[src/rtl/dram_port_arbiter.sv]
// Two-port arbiter for the single-ported data RAM: port 0 (CPU) has priority, port 1 is aged.
// Optional ARB_LOCK_EN lets port 1 hold the RAM across a locked burst.
module dram_port_arbiter #(
  parameter int unsigned AW       = 14,
  parameter int unsigned MAX_WAIT = 4
) (
  input  logic          clk,
  input  logic          resetn,
  input  logic          m0_req,
  input  logic          m0_we,
  input  logic [3:0]    m0_wmask,
  input  logic [31:0]   m0_addr,
  input  logic [31:0]   m0_wdata,
  output logic          m0_gnt,
  output logic          m0_rvalid,
  output logic [31:0]   m0_rdata,
  input  logic          m1_req,
  input  logic          m1_we,
  input  logic [3:0]    m1_wmask,
  input  logic [31:0]   m1_addr,
  input  logic [31:0]   m1_wdata,
  output logic          m1_gnt,
  output logic          m1_rvalid,
  output logic [31:0]   m1_rdata,
  input  logic          m1_lock,
  output logic [AW-1:0] ram_addr,
  output logic [3:0]    ram_wmask,
  output logic [31:0]   ram_wdata,
  input  logic [31:0]   ram_rdata
);

  // Encoded as {valid, port}.
  typedef enum logic [1:0] {
    TagNone = 2'b00,
    TagP0   = 2'b10,
    TagP1   = 2'b11
  } rd_tag_e;

  localparam logic [3:0] MaxWait = 4'(MAX_WAIT);

  rd_tag_e    rd_tag_q, rd_tag_d;
  logic [3:0] wait_cnt_q, wait_cnt_d;
  logic       forced;

`ifdef ARB_LOCK_EN
  logic lock_q, lock_d;
`else
  logic unused_lock;
  assign unused_lock = m1_lock;
`endif

  logic unused_addr_bits;
  assign unused_addr_bits = ^{m0_addr[31:AW+2], m0_addr[1:0], m1_addr[31:AW+2], m1_addr[1:0]};

  assign forced = m1_req && (wait_cnt_q == MaxWait);

  always_comb begin
    m0_gnt = 1'b0;
    m1_gnt = 1'b0;
    if (resetn) begin
`ifdef ARB_LOCK_EN
      if (lock_q) begin
        m1_gnt = m1_req;
      end else
`endif
      if (forced) begin
        m1_gnt = 1'b1;
      end else if (m0_req) begin
        m0_gnt = 1'b1;
      end else if (m1_req) begin
        m1_gnt = 1'b1;
      end
    end
  end

  always_comb begin
    wait_cnt_d = wait_cnt_q;
    if (!m1_req || m1_gnt) begin
      wait_cnt_d = 4'd0;
    end else if (wait_cnt_q != MaxWait) begin
      wait_cnt_d = wait_cnt_q + 4'd1;
    end
`ifdef ARB_LOCK_EN
    if (lock_q) begin
      wait_cnt_d = 4'd0;
    end
    lock_d = lock_q;
    if (m1_gnt) begin
      lock_d = m1_lock;
    end
`endif
  end

  // Idle cycles still present port 0's address so the RAM sees a stable index.
  always_comb begin
    ram_addr  = m0_addr[AW+1:2];
    ram_wdata = m0_wdata;
    ram_wmask = 4'b0000;
    rd_tag_d  = TagNone;
    if (m1_gnt) begin
      ram_addr  = m1_addr[AW+1:2];
      ram_wdata = m1_wdata;
      ram_wmask = m1_we ? m1_wmask : 4'b0000;
      rd_tag_d  = m1_we ? TagNone : TagP1;
    end else if (m0_gnt) begin
      ram_wmask = m0_we ? m0_wmask : 4'b0000;
      rd_tag_d  = m0_we ? TagNone : TagP0;
    end
  end

  always_ff @(posedge clk) begin
    if (!resetn) begin
      rd_tag_q   <= TagNone;
      wait_cnt_q <= 4'd0;
`ifdef ARB_LOCK_EN
      lock_q     <= 1'b0;
`endif
    end else begin
      rd_tag_q   <= rd_tag_d;
      wait_cnt_q <= wait_cnt_d;
`ifdef ARB_LOCK_EN
      lock_q     <= lock_d;
`endif
    end
  end

  assign m0_rvalid = resetn && (rd_tag_q == TagP0);
  assign m1_rvalid = resetn && (rd_tag_q == TagP1);
  assign m0_rdata  = ram_rdata;
  assign m1_rdata  = ram_rdata;

endmodule

[config.mk]
export PLATFORM = sky130hd
export DESIGN_NAME = dram_port_arbiter
export DESIGN_NICKNAME = d
export VERILOG_FILES = /design/src/rtl/dram_port_arbiter.sv
export SDC_FILE = /design/constraint.sdc
export NUM_CORES = 1
export LEC_CHECK = 0
export CELL_PAD_IN_SITES_DETAIL_PLACEMENT = 0
export CELL_PAD_IN_SITES_GLOBAL_PLACEMENT = 2
export CORE_MARGIN = 3
export CORE_UTILIZATION = 10
export CTS_BUF_LIST = sky130_fd_sc_hd__clkbuf_8
export DETAILED_ROUTE_END_ITERATION = 8
export GPL_TIMING_DRIVEN = 0
export HOLD_SLACK_MARGIN = 0.03
export PLACE_DENSITY = 0.95
export REMOVE_ABC_BUFFERS = 1
export SLEW_MARGIN = 10
export SYNTH_ARGS = -nofsm -noshare
export SYNTH_HDL_FRONTEND = slang
export SYNTH_SLANG_ARGS = --single-unit
[constraint.sdc]
create_clock -name clk -period 1.9 [get_ports clk]
set_clock_uncertainty 0.05 [all_clocks]
set_input_delay 0.38 -clock clk [delete_from_list [all_inputs] [get_ports clk]]
set_output_delay 0.38 -clock clk [all_outputs]
set_load 0.01 [all_outputs]
==> results <==
- The biggest fanout along the worst timing path is 5.
- The critical hold path startpoint is resetn.
- The overall routing resource usage is 11.51%.
- Of the available clock period, the critical path in the final layout requires 133.6%.
- Synthesis produced a netlist whose cell count is between 150 and 200.
- The worst hold path belongs to the class input pin to register.
- Along the worst hold path, the cell count comes to 3.
- The synthesized netlist contains 23 unique library cells.
- The largest area contributor in the netlist is buf_4.
- The routed wire length per instance is roughly 21 um.
- The detailed router placed between 1,500 and 2,000 vias in this run.
- The top achievable clock speed is 394.0 MHz.
- Among all flip-flop cells after synthesis, the most frequent one is dfxtp_1.
- The number of global-route vias before repair is 1,768.
- TritonCTS created 3 clock buffers.
- The number of DRC markers after the initial detailed-route iteration is 45.
- The worst register-to-register path has a depth of 11.
- Entering global routing, the biggest net connects 9 pins.
- The finished layout holds 458 standard cells, fillers aside.
- The critical path starts at wait_cnt_q[1].
- For this run, the number of Yosys warnings is 0.
- The master cell of the clock root buffer is clkbuf_8.
- The number of antenna diodes in the final layout is 0.
- The source of the worst register-to-register timing path is wait_cnt_q[1].
- Total power for the finished layout comes to 1.003 mW.
- The longest clock path from root to sink contains 2 buffers.
- STA classifies the critical path startpoint as a register.
- The cell area after synthesis is 1394 um2.
- During placement, the flow inserted port buffers numbering 159.
- The leakage power figure is 1.433 nW.
- The congestion estimate from routability-driven global placement came to 0.6932.
- In the global route stage, met2 resource usage came out at 14.63%.
- Dividing total power by cell area gives a power density of roughly 290 nW/um2.
- The proportion of netlist area held by the largest area contributor is approximately a third.
- The highest-delay cell along the critical path is dfxtp_2.
- The minimum period implied by the final worst setup slack is 2.538 ns.
- The number of pins exceeding their max-slew limit in the final report was 0.
- By area the synthesized netlist is led by buf_4, mux2_2, dfxtp_1, mux2_1, a32o_1.
- Setup repair after global routing could not meet its margin everywhere.
- The remaining max-slew budget at the tightest pin is 72.77%.
- The total placed cells including tap cells is 419.
- The worst setup path is captured at an output port.
- The worst hold path terminates at wait_cnt_q[3].
- Leaving out fill and tap cells, the most frequent cell in the layout is clkdlybuf4s50_1.
- For met3 alone, demand over resource in global routing was 10.99%.
- The flow ran to the end, but the final reports show violations.
- The estimated wirelength of the detail-placed design is between 7000 and 8000 um.
- In the layout the commonest cells are clkdlybuf4s50_1, buf_6, mux2_4, mux2_2.
- The die covers roughly 15,000 um2.
- The total clock sinks is 6.
- In this run the remaining antenna-violating nets after routing total 0.
- The capture point of the worst reg-to-reg path is rd_tag_q[1].
- Dividing the detail-routed via count by the number of cells gives 3.727.
- The starting density of the core is 10.36%.
- From left edge to right edge, the die measures 124.1 um.
- The core region is about 13,000 um2.
- The final wirelength is 9730 um.
- TritonCTS built the clock tree.
- The H-tree depth is 1.
- Data on the critical path arrives at its endpoint at 2.11 ns.
- The synthesized design contains 6 register bits.
- In the synthesized netlist the async set-or-reset flop fraction comes to 0%.
- The number of antenna violations at the first check in global routing is 0.
- The total number of nets in the final design is 461.
- The quantity of hold-fixing buffers added after cts is 0.
- The worst reg-to-reg setup slack is roughly 0.090 ns.
- The sequential share of the synthesized area is 8.618%.
- Of the cells placed in the final design, the portion with a size suffix greater than 1 is 48.58%.
- In the global route stage, met1 resource usage came out at 13.49%.
- The tool flagged a number of max-cap violations equal to 0.
- Dividing the synthesized area by the synthesized cell count gives approximately 9.2 um2.
- The floorplan has 42 rows.
- The synthesized design contains 0 enable-type register cells.
- The first global-routing pass estimated 12,290 um of wire.
- The critical path is of the register to output port type.
- At the pin with the least slew margin, the transition time is 0.4084 ns.
- The delay of the slowest cell on the worst path is 0.32 ns.
- The final reports fail on setup timing.
- After global routing, the most crowded layer is met2.
- The cell that appears most often on the critical path is buf_12.
- Across all setup checks in the final design, the least slack found is -0.6384 ns.
- The area overhead of the layout relative to synthesis is 144.3%.
- The vertical extent of the die is 124.1 um.
- Setup violations remaining at the end of the flow were counted as 51.
- The number of hold violations in the final report is 0.
- The clock-pin slew on the worst setup and hold paths is approximately 0.040 ns.
- Walking the worst path, the cells encountered are inv_2 -> ha_4 -> nand3b_1 -> buf_6 -> a21oi_4 -> buf_12 -> buf_12 -> buf_12 -> buf_16 -> buf_12 -> mux2_4 -> buf_6.
- The residual DRC count is 0.
- The count of pins on the block boundary is between 200 and 300.
- The total congestion overflow is 0.
- The worst-case vdd ir drop is 0.1366 mV.
- The pre-antenna-repair detailed-routing pass consisted of 4 iterations.
- The critical path data required time is 1.47 ns.
- Clock latency on the worst-skew pair, taken at its later pin, is 0.22 ns.
==> report_power, final <==
part	switching [mW]	internal [mW]	total, mW
Sequential	0.00168	0.130	0.132
Combinational	0.201	0.477	0.678
Clock	0.0564	0.136	0.193
Total	0.259	0.743	1.00
==> worst max-delay path, delay by kind of cell, from the launching register on <==
kind                       cells  cell delay, ns
and+or+nand+nor                1            0.11
AOI/OAI and AO/OA              1            0.13
DFF                            1            0.32
adders and majority gates      1            0.13
muxes                          1            0.30
buffers and inverters          8            0.88
==> cells in the mapped netlist (2+ instances only) <==
cell	number
mux2_2	42
and3_1	2
inv_1	5
clkbuf_8	2
nand2_1	3
buf_4	65
ha_1	2
a32o_1	4
nor3_1	3
mux2_1	4
buf_6	2
dfxtp_1	6
nor2_1	2
==> per-layer routing <==
layer  routed length, um  vias to the layer above
met3                2138                        7
met5                  80                        -
met2                3875                      191
met4                  73                        3
li1                    -                      724
met1                3563                      782
==> worst max-delay path by stage <==
| stage | to | cells past startpoint |
|---|---|---|
| after detailed placement | ram_wdata[14] | 6 |
| final | ram_wdata[17] | 12 |
| after global placement | ram_wdata[24] | 5 |
| after floorplan | ram_addr[0] | 5 |
| after global routing | ram_addr[2] | 12 |
| after CTS | ram_wdata[17] | 12 |
==> cells by family (layout without fill, tap and decap cells) <==
| group | after synthesis | count (layout) | share of synthesized area, % |
|---|---|---|---|
| compound gates | 6 | 7 | 4.668 |
| xor+xnor | 1 | 1 | 0.6285 |
| simple gates | 16 | 16 | 6.463 |
| mux | 47 | 47 | 37.88 |
| fa+ha+maj | 2 | 2 | 1.795 |
| flops | 6 | 6 | 8.618 |
| buf+inv | 74 | 203 | 39.95 |
==> registers in the layout, summed over array words and instances (netlist names) <==
register	cells
wait_cnt_q	4
rd_tag_q	2
==> per-stage QoR <==
step                hold WS, ns  setup slack (ns)  instance area (um2)  utilization [%]  TNS [ns]
floorplan                0.4016           -0.6143                855.8                -    -30.54
global placement         0.4153            -1.875                 2668            19.83    -93.64
detailed placement       0.4394            -1.545                 2688            19.98    -72.14
finish                   0.4594           -0.6384                 3405            25.31    -27.01
CTS                      0.4754           -0.6115                 3289            24.45    -25.32
global route             0.4702           -0.7257                 3405            25.31    -31.83
==> what timing repair did <==
item	in CTS	in global routing
cloned	5	0
endpoints found under the setup margin	56	54
pin swaps	8	1
resized for setup	257	32
buffers inserted	28	7
==> layout make-up <==
class                   instances  area, um2
repair buffers                195       2125
multi-input cells              73      877.1
flip-flops and latches          6      122.6
well taps                     176      220.2
fillers                      1466      10050
clock buffers                   3      41.29
inverters                       5      18.77
(Power assumes the default switching activity.)
